### src/rtl/if_id_fetch_queue.sv
// ---------------------------------------------------------------------------
// if_id_fetch_queue
//
// Small FIFO between instruction fetch (IF) and decode (ID). Each fetched
// {PC, instruction} pair is captured and the oldest entry is presented to
// decode. Hazard-unit stalls hold the head entry without losing fetched words.
// A taken branch/jump (Flush) discards every queued word and the same-cycle
// input, so wrong-path instructions never reach decode.
//
// Ports:
//   clk         rising-edge clock
//   ReSet       asynchronous, active-high reset
//   InValid     IF presents a fetched word this cycle
//   InPC        PC of the fetched word
//   InInstr     fetched instruction word
//   InReady     queue can accept a word this cycle (Count < DEPTH)
//   Stall       decode cannot consume the head entry this cycle
//   Flush       discard all entries and the same-cycle input
//   OutValid    head entry valid (Count != 0)
//   OutPC       PC of the head entry, 0 when empty
//   OutPcPlus4  OutPC + 4, 0 when empty
//   OutInstr    head instruction, NOP_INSTR when empty
//   Count       number of valid entries, 0..DEPTH
//   FlushDrops  saturating count of valid entries discarded by Flush
// ---------------------------------------------------------------------------
module if_id_fetch_queue #(
    parameter int unsigned DEPTH     = 2,
    parameter int unsigned PTR_W     = 1,
    parameter logic [31:0] NOP_INSTR = 32'h0000_0000
) (
    input  logic             clk,
    input  logic             ReSet,
    input  logic             InValid,
    input  logic [31:0]      InPC,
    input  logic [31:0]      InInstr,
    output logic             InReady,
    input  logic             Stall,
    input  logic             Flush,
    output logic             OutValid,
    output logic [31:0]      OutPC,
    output logic [31:0]      OutPcPlus4,
    output logic [31:0]      OutInstr,
    output logic [PTR_W:0]   Count,
    output logic [7:0]       FlushDrops
);

    localparam logic [PTR_W:0]   DEPTH_C = (PTR_W + 1)'(DEPTH);
    localparam logic [PTR_W:0]   CNT_ONE = (PTR_W + 1)'(1);
    localparam logic [PTR_W-1:0] PTR_ONE = PTR_W'(1);

    // Entry storage: written on push only, never cleared by reset.
    logic [31:0] pc_mem    [DEPTH];
    logic [31:0] instr_mem [DEPTH];

    logic [PTR_W-1:0] wptr;
    logic [PTR_W-1:0] rptr;
    logic [PTR_W:0]   count_q;
    logic [7:0]       drops_q;

    logic             push;
    logic             pop;
    logic [8:0]       drop_sum;

    // ------------------------------------------------------------------
    // Handshake
    // ------------------------------------------------------------------
    // InReady is derived from the registered count only, so a pop in the
    // same cycle as a full queue does not open the input until next cycle.
    always_comb begin
        InReady  = (count_q < DEPTH_C);
        OutValid = (count_q != '0);
        push     = InValid & InReady & ~Flush;
        pop      = OutValid & ~Stall & ~Flush;
        drop_sum = {1'b0, drops_q} + 9'(count_q);
    end

    // ------------------------------------------------------------------
    // Storage write
    // ------------------------------------------------------------------
    always_ff @(posedge clk) begin
        if (push) begin
            pc_mem[wptr]    <= InPC;
            instr_mem[wptr] <= InInstr;
        end
    end

    // ------------------------------------------------------------------
    // Pointers and occupancy
    // ------------------------------------------------------------------
    // DEPTH is a power of two, so natural pointer overflow is the wrap.
    always_ff @(posedge clk or posedge ReSet) begin
        if (ReSet) begin
            wptr    <= '0;
            rptr    <= '0;
            count_q <= '0;
        end else if (Flush) begin
            wptr    <= '0;
            rptr    <= '0;
            count_q <= '0;
        end else begin
            if (push) begin
                wptr <= wptr + PTR_ONE;
            end
            if (pop) begin
                rptr <= rptr + PTR_ONE;
            end
            unique case ({push, pop})
                2'b10:   count_q <= count_q + CNT_ONE;
                2'b01:   count_q <= count_q - CNT_ONE;
                default: count_q <= count_q;
            endcase
        end
    end

    // ------------------------------------------------------------------
    // Flush drop statistics (saturating at 255)
    // ------------------------------------------------------------------
    always_ff @(posedge clk or posedge ReSet) begin
        if (ReSet) begin
            drops_q <= '0;
        end else if (Flush) begin
            drops_q <= drop_sum[8] ? 8'hFF : drop_sum[7:0];
        end
    end

    // ------------------------------------------------------------------
    // Decode-side outputs: combinational from the head entry
    // ------------------------------------------------------------------
    always_comb begin
        OutPC      = '0;
        OutPcPlus4 = '0;
        OutInstr   = NOP_INSTR;
        if (OutValid) begin
            OutPC      = pc_mem[rptr];
            OutPcPlus4 = pc_mem[rptr] + 32'd4;
            OutInstr   = instr_mem[rptr];
        end
    end

    assign Count      = count_q;
    assign FlushDrops = drops_q;

endmodule

### config.mk
export PLATFORM = sky130hd
export DESIGN_NAME = if_id_fetch_queue
export DESIGN_NICKNAME = d
export VERILOG_FILES = /design/src/rtl/if_id_fetch_queue.sv
export SDC_FILE = /design/constraint.sdc
export NUM_CORES = 1
export LEC_CHECK = 0
export CAP_MARGIN = 40
export CORE_ASPECT_RATIO = 1.5
export CORE_MARGIN = 4
export CORE_UTILIZATION = 25
export CTS_BUF_LIST = sky130_fd_sc_hd__clkbuf_8
export DETAILED_ROUTE_END_ITERATION = 8
export HOLD_SLACK_MARGIN = 0.05
export PLACE_DENSITY = 0.54
export SLEW_MARGIN = 5
export SYNTH_ARGS = -nofsm -noshare
export SYNTH_HDL_FRONTEND = slang
export SYNTH_SLANG_ARGS = --single-unit
### constraint.sdc
create_clock -name clk -period 5.44 [get_ports clk]
set_input_delay 0.816 -clock clk [delete_from_list [all_inputs] [get_ports clk]]
set_output_delay 0.816 -clock clk [all_outputs]
set_load 0.05 [all_outputs]
==> run summary, run 1 <==
FF+latch count, synth: 140
Lkg Pwr: 3.07 nW
Worst Path Arrival: 3990 ps
initial drt markers: 201
Tightest Pin Transition: 812 ps
critical path startpoint category: flop
vias in the first global route: 4833
Initial Utilization: 0.255
Resized cells post-CTS: 0
sequential-to-total area share from yosys stat: 0.628
Req. time, crit path: 4620 ps
Mapped Nets: 583
Post-synth EDFFs: 128
# setup viols final: 0
Synth-to-Final Area Change: 39.6%
initial antenna violation count: 6
max_slew headroom: 0.459
area of the multi-input gates: 2300 µm²
Netlist cell types: 54
hold path cells: 1
synthesized netlist cell count: 510
FFs w/ async S/R, synth: 0.0857
CP peak stage delay: 830 ps
vias: 4622
std cell rows: 72
Total Die Area: 29100 µm²
Vias/cell: 4.46
Final nets: 762
core area: 25900 µm²
grt total ovfl: 0
die height: 207 µm
CTS tree: yes
Reg-to-Reg Start: rptr
global-route wire length before repair: 26.5 mm
Slowest-stage cell, CP: dfrtp_4
max cap viols: 0
# IOs: 177
hold wc startpoint: FlushDrops[6]
Final Util: 0.356
port bufs: 176
GP Congestion: 0.753
outcome: finished clean
CTS Buffer Depth: 2
storage element area: 4150 µm²
Post-CTS Setup Bufs: 0
DIE WIDTH: 141 µm
wire per inst: 16.9 µm
mux share of post-synthesis cell area: 0.108
CTS root buf: clkbuf_8
post-layout minimum cycle time: 4810 ps
Layout fillers: 2518
RSZ-0062 raised after global routing: false
clock transition at the registers of the reported paths: 80 ps
RR Endpoint: rptr
GRT Overall Usage: 0.120
Hold Path End: FlushDrops[6]
CP Max Fanout: 47
simple-gate area share of the yosys netlist: 0.146
final hold viol count: 0
WHS: 539 ps
main combinational cell family by area after synthesis: simple AND/OR/NAND/NOR gates
Syn Area/Cell: 12.9 µm²
TritonCTS buffer count: 17
Most used DFF post-synth: edfxtp_1
Tightest Hold Check Type: flop to flop
fraction of layout instances using a drive strength above 1: 0.0954
Worst Setup Path Type: flop to primary output
Critical Path End Type: primary output
Post-Synth Adder-Cell Area: 0.00873
Clock Sinks: 140
yosys warns: 0
xor and xnor area share after synthesis: 0.0252
complex-gate fraction of the synthesized area: 0.0573
Residual DRC: 0
hold buffer count at cts: 0
WL final: 17.5 mm
max-slew violations: 0
Peak VDD IR: 0.182 mV
worst path cell trace: mux2_2, ha_1, inv_1, a211oi_4, nand4_1, nor3_1, mux2_1, clkdlybuf4s50_1
R2R Setup Slk: 3110 ps
Mapped Area: 6600 µm²
Clk Latency, worst-skew pair: 440 ps
Setup Skew: 17.5 ps
FMAX: 208 MHz
Worst R2R Path Depth: 4
drt first pass iters: 4
largest net degree at the start of global routing: 52
Detail Route Antenna Nets: 0
TNS Setup: 0 ps
PwrDens: 327 nW/µm²
DPL Wire Length: 13.1 mm
fin crit share: 0.884
H-tree Lvls: 4
-- report_power, final --
| part | internal, mW | leakage [nW] | switching (mW) |
|---|---|---|---|
| logic | 0.283 | 1.53 | 0.521 |
| clock network | 0.500 | 0.217 | 0.403 |
| registers | 1.24 | 1.33 | 0.0549 |
| total | 2.03 | 3.07 | 0.979 |
-- critical path: cells and delay by family (launching register included) --
family,cells,cell delay [ps]
AO/OA/AOI/OAI,1,480
buffers and inverters,2,800
AND/OR/NAND/NOR,2,540
adder cells (fa/ha/maj),1,200
multiplexers,2,650
flip-flops,1,830
-- how the worst max path moves through the flow --
stage,start,endpoint
3_5_place_dp,rptr,OutPcPlus4[28]
2_1_floorplan,rptr,OutPcPlus4[24]
6_report,rptr,OutPcPlus4[28]
4_1_cts,rptr,OutPcPlus4[28]
5_1_grt,rptr,OutPcPlus4[28]
3_3_place_gp,rptr,OutPcPlus4[28]
-- metrics by stage --
stage / total power, mW / instance area [µm²] / instances / setup WS [ps]
2_1_floorplan: 1.84 / 6610 / 510 / 1390
3_3_place_gp: 2.13 / 8720 / 1001 / 1180
3_5_place_dp: 2.14 / 8770 / 1003 / 1090
4_1_cts: 3.05 / 9200 / 1035 / 564
5_1_grt: 3.15 / 9210 / 1036 / 370
6_report: 3.01 / 9210 / 1036 / 629
-- registers in the layout (all words and copies together) (netlist names) --
| name | count |
|---|---|
| wptr | 1 |
| Count | 2 |
| pc_mem | 64 |
| rptr | 1 |
| instr_mem | 64 |
| FlushDrops | 8 |
-- cells by family (layout without fill, tap and decap cells) --
logic type / count (synthesis) / after routing
muxes: 69 / 69
DFF: 140 / 140
and+or+nand+nor: 190 / 190
buffers and inverters: 34 / 226
other: 0 / 1
AOI/OAI and AO/OA: 54 / 54
xor gates and xnor gates: 19 / 19
adders and majority gates: 4 / 4
-- layout by cell type (no fill, tap or decap), types with 3 or more instances in the layout --
master	n
nand3b_1	6
a22oi_1	3
nor2b_1	5
nor2_1	82
o31ai_1	5
o21ai_0	15
inv_1	12
mux2_2	10
clkinvlp_4	3
ha_1	3
xnor2_1	12
and2_1	9
nand2_1	32
clkdlybuf4s50_1	176
inv_6	3
bufinv_16	4
clkbuf_8	17
a21oi_1	14
buf_4	7
mux2_1	3
xor2_1	7
nand3_1	23
edfxtp_1	128
mux2i_1	55
dfrtp_1	11
nor3_1	4
nand4_1	8
nand2b_1	3
-- layer usage --
layer  vias to the layer above  track usage  wire length, µm
li1                       2233            -                -
met5                         -            0               67
met1                      2208        0.127             6690
met3                        28       0.0479             1380
met4                        10       0.0367              253
met2                       143        0.219             9100
-- cells in the mapped netlist, drive strengths merged (3+ instances only) --
library cell,count,area share
xnor2,12,0.016
o31ai,5,0.0057
dfrtp,12,0.046
nor2b,5,0.0047
nand2b,3,0.0028
a22oi,5,0.0085
nand4,10,0.011
nand4b,3,0.0063
nand3,23,0.017
nor2,83,0.047
nor3,6,0.0053
nand3b,8,0.013
mux2i,56,0.086
edfxtp,128,0.58
inv,9,0.0051
clkbuf,8,0.0046
nand2,34,0.021
buf,17,0.017
a21oi,15,0.012
and2,9,0.0085
ha,3,0.0057
o21ai,16,0.012
mux2,13,0.022
xor2,7,0.0093
-- area by class of cell --
class / instances / share of cell area
Antenna cell: 1 / 0.000272
Clock buffer: 17 / 0.0254
Clock inverter: 15 / 0.0215
Inverter: 9 / 0.00367
Multi-Input combinational cell: 336 / 0.250
Sequential cell: 140 / 0.451
Tap cell: 333 / 0.0453
Timing Repair Buffer: 185 / 0.203
Note: power is estimated with default switching activity, not from simulation.
==> run 2: changes to the inputs <==
--- a/config.mk
+++ b/config.mk
@@ -13,6 +13,7 @@
 export DETAILED_ROUTE_END_ITERATION = 8
 export HOLD_SLACK_MARGIN = 0.05
 export PLACE_DENSITY = 0.54
+export RECOVER_POWER = 100
 export SLEW_MARGIN = 5
 export SYNTH_ARGS = -nofsm -noshare
 export SYNTH_HDL_FRONTEND = slang
==> run 2 against run 1 <==
  * The flow now finishes with violations (max-capacitance violations, max-slew violations)
  * Fmax fell by 1.6%
  * Largest cell class unchanged
  * Clock skew barely moved
  * Die area unchanged
  * Wire length down 0.26%
  * Worst hold slack worse by 7.0 ps
  * Cell count rose by 0.29%
  * Highest routed layer unchanged
  * Setup slack lost 76 ps
  * Utilization is 0.21 points lower
  * Sequential power hardly changed
  * Combinational power down 5.8%
  * Clock-buffer cell count stayed put
==> run summary, run 2 (synthesis results as in run 1) <==
most frequent cells in the layout: dlygate4sd3_1, edfxtp_1, nor2_1, mux2i_1, nand2_1
Synth-to-Final Area Change: 38.8%
# setup viols final: 0
Lkg Pwr: 3.30 nW
CTS tree: yes
fraction of layout instances using a drive strength above 1: 0.0883
Resized cells post-CTS: 0
hold buffer count at cts: 0
PwrDens: 323 nW/µm²
FMAX: 205 MHz
core area: 25900 µm²
port bufs: 176
Tightest Pin Transition: 2490 ps
Initial Utilization: 0.255
Vias/cell: 4.44
GRT Overall Usage: 0.120
CP peak stage delay: 1650 ps
Clock Sinks: 140
DIE WIDTH: 141 µm
Worst R2R Path Depth: 4
vias in the first global route: 4833
wire per inst: 16.8 µm
initial drt markers: 195
Top Family by Delay on Critical Path: buffers and inverters
vias: 4613
Slowest-stage cell, CP: clkbuf_1
clock transition at the registers of the reported paths: 80 ps
Worst Path Arrival: 4070 ps
critical path startpoint category: flop
Tightest Hold Check Type: flop to flop
RSZ-0062 raised after global routing: false
TNS Setup: 0 ps
Residual DRC: 0
Non-Filler Instances: 1039
hold wc startpoint: FlushDrops[6]
Peak VDD IR: 0.182 mV
post-layout minimum cycle time: 4890 ps
initial antenna violation count: 7
WHS: 532 ps
drt first pass iters: 4
RR Endpoint: instr_mem[1][1]
# IOs: 177
Worst Setup Path Type: flop to primary output
max-slew violations: 161
WL final: 17.4 mm
failing checks: max-capacitance violations, max-slew violations
Layout fillers: 2523
Total Die Area: 29100 µm²
worst path cell trace: nor2_4, clkbuf_1, nor2_1, mux2_2, dlygate4sd3_1
Detail Route Antenna Nets: 0
Top Usage Layer GRT: met2
hold path cells: 1
commonest non-fill, non-tap cell in the layout: dlygate4sd3_1
met3 Use GR: 0.0479
std cell rows: 72
R2R Setup Slk: 1020 ps
DPL Wire Length: 13.1 mm
Final nets: 762
grt total ovfl: 0
fin crit share: 0.898
largest net degree at the start of global routing: 52
CTS root buf: clkbuf_8
Reg-to-Reg Start: Count[1]
global-route wire length before repair: 26.5 mm
H-tree Lvls: 4
outcome: finished with violations
CP Max Fanout: 51
die height: 207 µm
final hold viol count: 0
Buf+Inv Stages, Crit Path: 2
TritonCTS buffer count: 17
Setup Skew: 17.8 ps
Final Total Pwr: 2.96 mW
Hold Path End: FlushDrops[6]
GR Util met1: 0.127
GP Congestion: 0.753
CTS Buffer Depth: 2
Post-Place Cells: 1003
Clk Latency, worst-skew pair: 440 ps
max_slew headroom: -0.660
met2 usage: 0.219
Critical Path End Type: primary output
Post-CTS Setup Bufs: 0
max cap viols: 4
Req. time, crit path: 4620 ps
## run 2: cell count changes in the layout (fill, tap and decap cells not counted)
cell and change:
buf_16 -2, buf_4 -4, clkbuf_1 +5, clkbuf_2 +1
clkdlybuf4s50_1 -170, diode_2 +3, dlygate4sd3_1 +170
## run 2: area by class of cell
cell class                      count  area, µm²  share of cell area
Sequential cell                   140       4150               0.453
Timing Repair Buffer              185       1810               0.198
Multi-Input combinational cell    336       2300               0.252
Inverter                            9       33.8             0.00369
Tap cell                          333        417              0.0455
Clock inverter                     15        198              0.0216
Clock buffer                       17        234              0.0256
Antenna cell                        4       10.0             0.00109
## run 2: stage by stage
stage	utilization	cell area [µm²]	worst slack, ps
floorplan	-	6610	1390
global placement	0.337	8720	1180
detailed placement	0.339	8770	1090
CTS	0.356	9200	564
global route	0.354	9150	194
finish	0.354	9150	553
## run 2: worst max-delay path by stage
stage	startpoint	end	slack (ps)	depth (start not counted)
floorplan	rptr	OutPcPlus4[24]	1390	10
global placement	rptr	OutPcPlus4[28]	1180	8
detailed placement	rptr	OutPcPlus4[28]	1090	8
CTS	rptr	OutPcPlus4[28]	560	8
global route	Count[0]	OutPcPlus4[31]	190	5
finish	Count[0]	OutPcPlus4[17]	550	5
## run 2: per-layer routing
metal  wire [µm]  part of all wire
met4         241             0.014
met1        6720              0.39
met3        1320             0.075
met5          54            0.0031
met2        9120              0.52
## run 2: worst reg2reg max path: stages (launching register included)
cell,delay (ps)
dfrtp_1,470
nand2b_1,330
nor3b_4,230
clkbuf_1,1060
clkbuf_1,1840
## run 2: power by group
part           total [mW]  leakage [nW]  internal, mW  switching [mW]
clock               0.902         0.217         0.500           0.402
sequential           1.30          1.33          1.25          0.0540
combinational       0.757          1.76         0.240           0.517
total                2.96          3.30          1.99           0.974
==> run 3: changes to the inputs <==
--- a/config.mk
+++ b/config.mk
@@ -12,9 +12,9 @@
 export CTS_BUF_LIST = sky130_fd_sc_hd__clkbuf_8
 export DETAILED_ROUTE_END_ITERATION = 8
 export HOLD_SLACK_MARGIN = 0.05
-export PLACE_DENSITY = 0.54
 export RECOVER_POWER = 100
 export SLEW_MARGIN = 5
 export SYNTH_ARGS = -nofsm -noshare
 export SYNTH_HDL_FRONTEND = slang
 export SYNTH_SLANG_ARGS = --single-unit
+export TNS_END_PERCENT = 20
==> run 3 against run 2 <==
  * The run still ends with max-capacitance violations, max-slew violations left
  * Sequential power barely moved
  * Cell area down 1.0%
  * Wire length grew 1.2%
  * Clock-buffer cell count did not move
  * Critical path type unchanged
  * Fmax fell by 1.1%
  * Register-to-register slack about the same
==> run summary, run 3 (synthesis results as in run 1) <==
# IOs: 177
DIE WIDTH: 141 µm
Final nets: 762
port bufs: 176
CP Max Fanout: 46
CTS tree: yes
cell internal pwr: 1.88 mW
Residual DRC: 0
largest net degree at the start of global routing: 47
drt first pass iters: 4
max-slew violations: 129
max cap viols: 3
die height: 207 µm
clock transition at the registers of the reported paths: 70 ps
WL final: 17.7 mm
most frequent cells in the layout: dlygate4sd3_1, edfxtp_1, nor2_1, mux2i_1, nand2_1
fraction of layout instances using a drive strength above 1: 0.0799
Clk Latency, worst-skew pair: 450 ps
final hold viol count: 0
vias: 4630
# setup viols final: 0
Setup Skew: 9.21 ps
Worst Path Arrival: 4130 ps
Initial Utilization: 0.255
switching share of power: 0.336
CTS Buffer Depth: 2
clock network fraction of design power: 0.272
Lkg Pwr: 3.29 nW
dpl ws: 1040 ps
Critical Path End Type: primary output
Resized cells post-CTS: 0
initial drt markers: 182
core area: 25900 µm²
TritonCTS buffer count: 17
Total Die Area: 29100 µm²
switching power: 0.949 mW
CTS root buf: clkbuf_8
std cell rows: 72
failing checks: max-capacitance violations, max-slew violations
H-tree Lvls: 4
PwrDens: 312 nW/µm²
Worst Setup Path Type: flop to primary output
Peak VDD IR: 0.243 mV
register share of total power: 0.460
Detail Route Antenna Nets: 0
global-route wire length before repair: 26.7 mm
post-route cell area: 9060 µm²
fin worst setup slack: 498 ps
max_slew headroom: -0.846
GRT Overall Usage: 0.121
wire per inst: 17.1 µm
Final Util: 0.350
Req. time, crit path: 4620 ps
fin crit share: 0.908
outcome: finished with violations
Post-CTS Setup Bufs: 0
initial antenna violation count: 7
post-layout minimum cycle time: 4940 ps
vias in the first global route: 4937
WHS: 517 ps
RSZ-0062 raised after global routing: false
Tightest Pin Transition: 2770 ps
DP Area: 8780 µm²
critical path startpoint category: flop
Vias/cell: 4.47
hold buffer count at cts: 0
Clock Sinks: 140
grt total ovfl: 0
Layout fillers: 2561
Gate power share: 0.267
Synth-to-Final Area Change: 37.4%
GP Congestion: 0.760
commonest non-fill, non-tap cell in the layout: dlygate4sd3_1
Tightest Hold Check Type: flop to flop
FMAX: 202 MHz
DPL Wire Length: 13.2 mm
[run 3: cell count changes in the layout (fill, tap and decap cells not counted), sizes merged, moves of 2 or more]
cell and change:
clkinv +5, diode -3, clkdlybuf4s50 -3, inv -2, bufinv -2, dlygate4sd3 +3, clkinvlp -2
[run 3: layout make-up]
type | count | area [µm²] | area share
repair buffers | 185 | 1820 | 0.201
well taps | 333 | 417 | 0.0460
inverters | 9 | 33.8 | 0.00373
clock buffers | 17 | 234 | 0.0258
multi-input cells | 336 | 2290 | 0.252
diodes | 1 | 2.50 | 0.000276
clock inverters | 14 | 115 | 0.0127
flip-flops and latches | 140 | 4150 | 0.458
[run 3: final timing paths]
path,end,cells past startpoint,start,slack (ps)
max,OutPcPlus4[28],8,rptr,500
max reg2reg,instr_mem[1][5],4,Count[1],1030
min reg2reg,FlushDrops[6],1,FlushDrops[6],520
min,FlushDrops[6],1,FlushDrops[6],520
max in group asynchronous,rptr,2,ReSet,4220
min in group asynchronous,Count[1],2,ReSet,840
[run 3: metrics by stage]
stage | setup TNS [ps] | std cells | power, mW
after CTS | 0 | 1034 | 2.92
after global placement | 0 | 1000 | 2.12
after detailed placement | 0 | 1003 | 2.14
final | 0 | 1035 | 2.83
after global routing | 0 | 1034 | 2.96
after floorplan | -35900 | 510 | 1.84
[run 3: power groups by stage]
| stage | Clock [mW] | Combinational, mW | Sequential, mW |
|---|---|---|---|
| floorplan | 0 | 0.453 | 1.39 |
| global placement | 0 | 0.800 | 1.32 |
| detailed placement | 0 | 0.813 | 1.32 |
| CTS | 0.802 | 0.816 | 1.30 |
| global route | 0.843 | 0.809 | 1.31 |
| finish | 0.770 | 0.756 | 1.30 |
[run 3: routing by layer]
layer	track usage	wire, µm
met3	0.0438	1250
met5	0	56
met1	0.120	6380
met2	0.222	9480
met4	0.0554	483
[run 3: critical path, stage by stage (launching register included)]
cell and delay, ps:
dfrtp_4 820, mux2_2 310, ha_1 200, inv_1 100
a211oi_4 470, nand4_1 330, nor3_1 310, mux2_1 350
dlygate4sd3_1 760
